===== src/rtl/scalar_wb_sequencer.sv =====
// scalar_wb_sequencer
// Write-side front end for the scalar register file. Merges single-cycle ALU
// results with queued load-return data onto the single write port. It also
// keeps a busy scoreboard of registers with outstanding loads, so the issue
// stage can see read-after-load hazards.

module scalar_wb_sequencer #(
    parameter int DATA_W     = 16,
    parameter int ADDR_W     = 4,
    parameter int NREG       = 16,
    parameter int LQ_DEPTH   = 2,
    parameter int STARVE_MAX = 4
) (
    input  logic              clk,
    input  logic              rst,
    input  logic              alu_valid,
    output logic              alu_ready,
    input  logic [ADDR_W-1:0] alu_dst,
    input  logic [DATA_W-1:0] alu_data,
    input  logic              ld_valid,
    output logic              ld_ready,
    input  logic [ADDR_W-1:0] ld_dst,
    input  logic [DATA_W-1:0] ld_data,
    input  logic              issue_en,
    input  logic [ADDR_W-1:0] issue_dst,
    input  logic [ADDR_W-1:0] rd_addr_1,
    input  logic [ADDR_W-1:0] rd_addr_2,
    output logic              hazard,
    output logic              wr_en,
    output logic [ADDR_W-1:0] wr_dst,
    output logic [DATA_W-1:0] wr_data
);

    localparam int CNT_W = $clog2(LQ_DEPTH + 1);
    localparam int PTR_W = (LQ_DEPTH > 1) ? $clog2(LQ_DEPTH) : 1;
    localparam int STV_W = $clog2(STARVE_MAX + 1);

    localparam logic [CNT_W-1:0] LQ_FULL   = CNT_W'(LQ_DEPTH);
    localparam logic [PTR_W-1:0] PTR_LAST  = PTR_W'(LQ_DEPTH - 1);
    localparam logic [STV_W-1:0] STV_LIMIT = STV_W'(STARVE_MAX);

    logic [ADDR_W-1:0] lq_dst  [LQ_DEPTH];
    logic [DATA_W-1:0] lq_data [LQ_DEPTH];
    logic [PTR_W-1:0]  rd_ptr;
    logic [PTR_W-1:0]  wr_ptr;
    logic [CNT_W-1:0]  count;
    logic [STV_W-1:0]  starve;
    logic [NREG-1:0]   busy;

    logic lq_empty;
    logic force_ld;
    logic alu_win;
    logic ld_pop;
    logic ld_push;

    // Arbitration: the ALU normally wins, unless the load queue has been starved too long
    always_comb begin
        lq_empty  = (count == '0);
        force_ld  = (starve == STV_LIMIT) && !lq_empty;
        alu_ready = !force_ld;
        alu_win   = alu_valid && alu_ready;
        ld_pop    = !alu_win && !lq_empty;
        ld_ready  = (count < LQ_FULL);
        ld_push   = ld_valid && ld_ready;
        hazard    = busy[rd_addr_1] | busy[rd_addr_2];
    end

    // Queue payload storage; only the pointers need a reset
    always_ff @(posedge clk) begin
        if (ld_push) begin
            lq_dst[wr_ptr]  <= ld_dst;
            lq_data[wr_ptr] <= ld_data;
        end
    end

    // Queue pointers and occupancy; a pop only ever sees entries present at cycle start
    always_ff @(posedge clk) begin
        if (rst) begin
            rd_ptr <= '0;
            wr_ptr <= '0;
            count  <= '0;
        end else begin
            if (ld_push) begin
                wr_ptr <= (wr_ptr == PTR_LAST) ? '0 : wr_ptr + 1'b1;
            end
            if (ld_pop) begin
                rd_ptr <= (rd_ptr == PTR_LAST) ? '0 : rd_ptr + 1'b1;
            end
            case ({ld_push, ld_pop})
                2'b10:   count <= count + 1'b1;
                2'b01:   count <= count - 1'b1;
                default: count <= count;
            endcase
        end
    end

    // Starvation counter: counts ALU wins over a waiting load, saturating at the limit
    always_ff @(posedge clk) begin
        if (rst) begin
            starve <= '0;
        end else if (lq_empty || ld_pop) begin
            starve <= '0;
        end else if (alu_win && (starve != STV_LIMIT)) begin
            starve <= starve + 1'b1;
        end
    end

    // Registered write port; when nothing wins, address and data hold their last values
    always_ff @(posedge clk) begin
        if (rst) begin
            wr_en   <= 1'b0;
            wr_dst  <= '0;
            wr_data <= '0;
        end else if (alu_win) begin
            wr_en   <= 1'b1;
            wr_dst  <= alu_dst;
            wr_data <= alu_data;
        end else if (ld_pop) begin
            wr_en   <= 1'b1;
            wr_dst  <= lq_dst[rd_ptr];
            wr_data <= lq_data[rd_ptr];
        end else begin
            wr_en   <= 1'b0;
        end
    end

    // Busy scoreboard: a new issue beats a same-cycle retire of the same register
    always_ff @(posedge clk) begin
        if (rst) begin
            busy <= '0;
        end else begin
            if (ld_pop) begin
                busy[lq_dst[rd_ptr]] <= 1'b0;
            end
            if (issue_en) begin
                busy[issue_dst] <= 1'b1;
            end
        end
    end

endmodule


===== config.mk =====
export PLATFORM = sky130hd
export DESIGN_NAME = scalar_wb_sequencer
export DESIGN_NICKNAME = d
export VERILOG_FILES = /design/src/rtl/scalar_wb_sequencer.sv
export SDC_FILE = /design/constraint.sdc
export NUM_CORES = 1
export LEC_CHECK = 0
export BUFFER_PORTS_ARGS = -buffer_cell sky130_fd_sc_hd__buf_4
export CAP_MARGIN = 25
export CORE_ASPECT_RATIO = 0.75
export CORE_MARGIN = 2
export CORE_UTILIZATION = 40
export DETAILED_ROUTE_END_ITERATION = 6
export GPL_ROUTABILITY_DRIVEN = 0
export SYNTH_ARGS = -nofsm -noshare
export SYNTH_HDL_FRONTEND = slang
export SYNTH_SLANG_ARGS = --single-unit

===== constraint.sdc =====
create_clock -name clk -period 7.13 [get_ports clk]
set_clock_uncertainty 0.2 [all_clocks]
set_input_delay 0.713 -clock clk [delete_from_list [all_inputs] [get_ports clk]]
set_output_delay 0.713 -clock clk [all_outputs]
set_load 0.05 [all_outputs]

==> results.sh <==
export IMPL_netlist_instances=316
export IMPL_min_delay_start="wr_data[5]"
export IMPL_syn_avg_cell_area_sq_um=11.8
export IMPL_switchingPower_w=0.000521
export IMPL_worstHoldEndpoint="wr_data[5]"
export IMPL_dpl_cell_count=511
export IMPL_crit_family="multiplexers"
export IMPL_maxCapViolCount=0
export IMPL_root_buffer="clkbuf_16"
export IMPL_vias=2684
export IMPL_cts_sinks=85
export IMPL_clock_latency_ps=340
export IMPL_p_seq_frac=0.420
export IMPL_synth_top_area_frac=0.323
export IMPL_async_flop_share=0
export IMPL_first_pass_iters=4
export IMPL_relSlewSlack=0.351
export IMPL_critPathKind="primary input to primary output"
export IMPL_setup_viol=0
export IMPL_r2r_cells=6
export IMPL_grt_use_total=0.178
export IMPL_antenna_found_initial=0
export IMPL_synth_warnings=0
export IMPL_hold_depth=2
export IMPL_rsz0062_at_grt="no"
export IMPL_core_region_area_sq_um=9050
export IMPL_cts_hold_buf=0
export IMPL_clk_pin_slew_ps=60
export IMPL_yosysMostFrequentCell="dfxtp_1"
export IMPL_first_iter_violations=124
export IMPL_postSynthNetCount=376
export IMPL_ant_nets=0
export IMPL_start_kind="primary input"
export IMPL_ys_flop_type="dfxtp_1"
export IMPL_peakVddDrop_mv=0.145
export IMPL_power_density_nw_per_um2=326
export IMPL_fmax_mhz=353
export IMPL_grt_overflow_total=0
export IMPL_dieHeight_um=87.5
export IMPL_grt_max_degree=44
export IMPL_p_clk_frac=0.283
export IMPL_die_w_um=115
export IMPL_nNetsFinal=454
export IMPL_worstMarginPinSlew_ps=974
export IMPL_area_growth_pct=26.6
export IMPL_synth_edf_count=40
export IMPL_critPathMaxStageDelay_ps=480
export IMPL_synth_common_cells="dfxtp_1, edfxtp_1, a21oi_1"
export IMPL_worstPathRequired_ps=6220
export IMPL_via_per_inst=5.09
export IMPL_clockBufferDepth=2
export IMPL_timing_rr_start="starve[0]"
export IMPL_hold_viol_final=0
export IMPL_power_internal_w=0.00101
export IMPL_fp_dieArea_sq_um=10100
export IMPL_cts_max_level=3
export IMPL_post_cts_buffers=0
export IMPL_wirelength_mm=8.57
export IMPL_rows=30
export IMPL_rrSetupSlack_ps=4810
export IMPL_sw_frac_of_total=0.339
export IMPL_stdcell_count=527
export IMPL_netlist_area_sq_um=3720
export IMPL_yosysSeqAreaShare=0.565
export IMPL_cts_tree="built"
export IMPL_cp_cell_sequence="buf_4 > mux4_2 > nor2b_1 > a211oi_1 > o21ai_1 > buf_4"
export IMPL_p_leak_nw=1.75
export IMPL_min_period_over_period=0.398
export IMPL_hp_class="flop to flop"
export IMPL_rr_endpoint="wr_data[15]"
export IMPL_grt_pass1_wl_mm=13.6
export IMPL_synth_cell_types=38
export IMPL_n_antenna_cell=0
export IMPL_yosys_area_top_type="edfxtp_1"
export IMPL_wl_per_cell_um=16.3
export IMPL_worst_path_most_repeated_cell="buf_4"
export IMPL_dpl_hpwl_mm=5.96
export IMPL_cts_buffers=9
export IMPL_critPathArrivalTime_ps=1920
export IMPL_slowest_stage="mux4_2"
export IMPL_status="completed"
export IMPL_ios=81
export IMPL_cts_resized=0
export IMPL_grt_pass1_vias=2709
export IMPL_cp_end_kind="primary output"
export IMPL_setup_tns_final_ps=0
export IMPL_maxSlewViolCount=0
export IMPL_initial_core_util=0.411
export IMPL_synth_area_top_cells="edfxtp_1, dfxtp_1, mux2_2, a21oi_1, mux4_2"
export IMPL_drc=0
export IMPL_cp_max_fo=4
export IMPL_cp_num_buf_inv=2
export IMPL_synth_seq_cells=85
export IMPL_combPwrFrac=0.296
export IMPL_drive_gt1_frac=0.348
export IMPL_layout_min_cycle_time_ps=2830
export IMPL_port_buffers=80
==> worst max path at each step <==
stage	from	endpoint	slack [ps]	cells after the start
6_report	rd_addr_1[0]	hazard	4300	6
5_1_grt	rd_addr_1[0]	hazard	4240	6
4_1_cts	rd_addr_1[0]	hazard	4280	6
3_5_place_dp	rd_addr_1[0]	hazard	4280	6
3_3_place_gp	rd_addr_1[0]	hazard	4290	6
2_1_floorplan	rd_addr_1[2]	hazard	4280	4
==> power by group through the flow <==
stage	clock network (W)	registers (W)	logic, W
after floorplan	0	0.000718	0.000259
after global placement	0	0.000655	0.000438
after detailed placement	0	0.000654	0.000457
after CTS	0.000445	0.000645	0.000459
after global routing	0.000461	0.000655	0.000490
final	0.000435	0.000645	0.000455
==> cell families (layout without fill, tap and decap cells) <==
logic type                 after synthesis  after routing  share of synthesized area
adders and majority gates                3              3                     0.0101
and+or+nand+nor                         81             81                      0.110
DFF                                     85             85                      0.565
muxes                                   30             30                      0.114
AOI/OAI and AO/OA                       88             88                      0.153
buffers and inverters                   24            107                     0.0360
xor gates and xnor gates                 5              5                     0.0118
==> area by class of cell <==
cell class,count,area (sq um)
fill,812,4340
inverter,7,26.3
tap,128,160
multi-input combinational,207,1490
timing repair buffer,84,658
clock inverter,6,46.3
sequential,85,2100
clock buffer,10,229
==> metrics by stage <==
step / utilization / hold slack [ps] / cell area (sq um) / power [W] / worst slack [ps]
detailed placement: 0.490 / 247 / 4430 / 0.00111 / 4280
global route: 0.520 / 275 / 4710 / 0.00161 / 4240
global placement: 0.485 / 229 / 4390 / 0.00109 / 4290
floorplan: - / 217 / 3720 / 0.000977 / 4280
CTS: 0.520 / 259 / 4710 / 0.00155 / 4280
finish: 0.520 / 256 / 4710 / 0.00153 / 4300
==> placed cells by master (no fill, tap or decap), drive strengths merged, types with 3 or more instances in the layout <==
master / count
a21oi: 37
a22oi: 16
and2: 4
and3: 3
and3b: 4
buf: 84
clkbuf: 10
dfxtp: 45
edfxtp: 40
ha: 3
inv: 9
mux2: 19
mux2i: 3
mux4: 8
nand2: 34
nand3: 4
nand3b: 6
nor2: 13
nor2b: 4
nor3b: 4
o211ai: 11
o21ai: 20
xnor2: 3
==> metal layers <==
metal,vias up,part of all wire,global-route usage
li1,1325,-,-
met3,14,0.074,0.0633
met1,1268,0.48,0.240
met2,77,0.43,0.265
met4,0,0.017,0.0701
met5,-,0,0
==> worst min-delay path: stages (launching register included) <==
cell     delay [ps]
dfxtp_1         310
nand2_1          50
a21oi_1          50
==> state kept, by name, summed over array words and instances (netlist names), named ones only <==
register	cells
count	2
wr_data	16
wr_dst	4
busy	16
wr_ptr	1
rd_ptr	1
lq_data	32
starve	3
wr_en	1
lq_dst	8
Note: power is estimated with default switching activity, not from simulation.
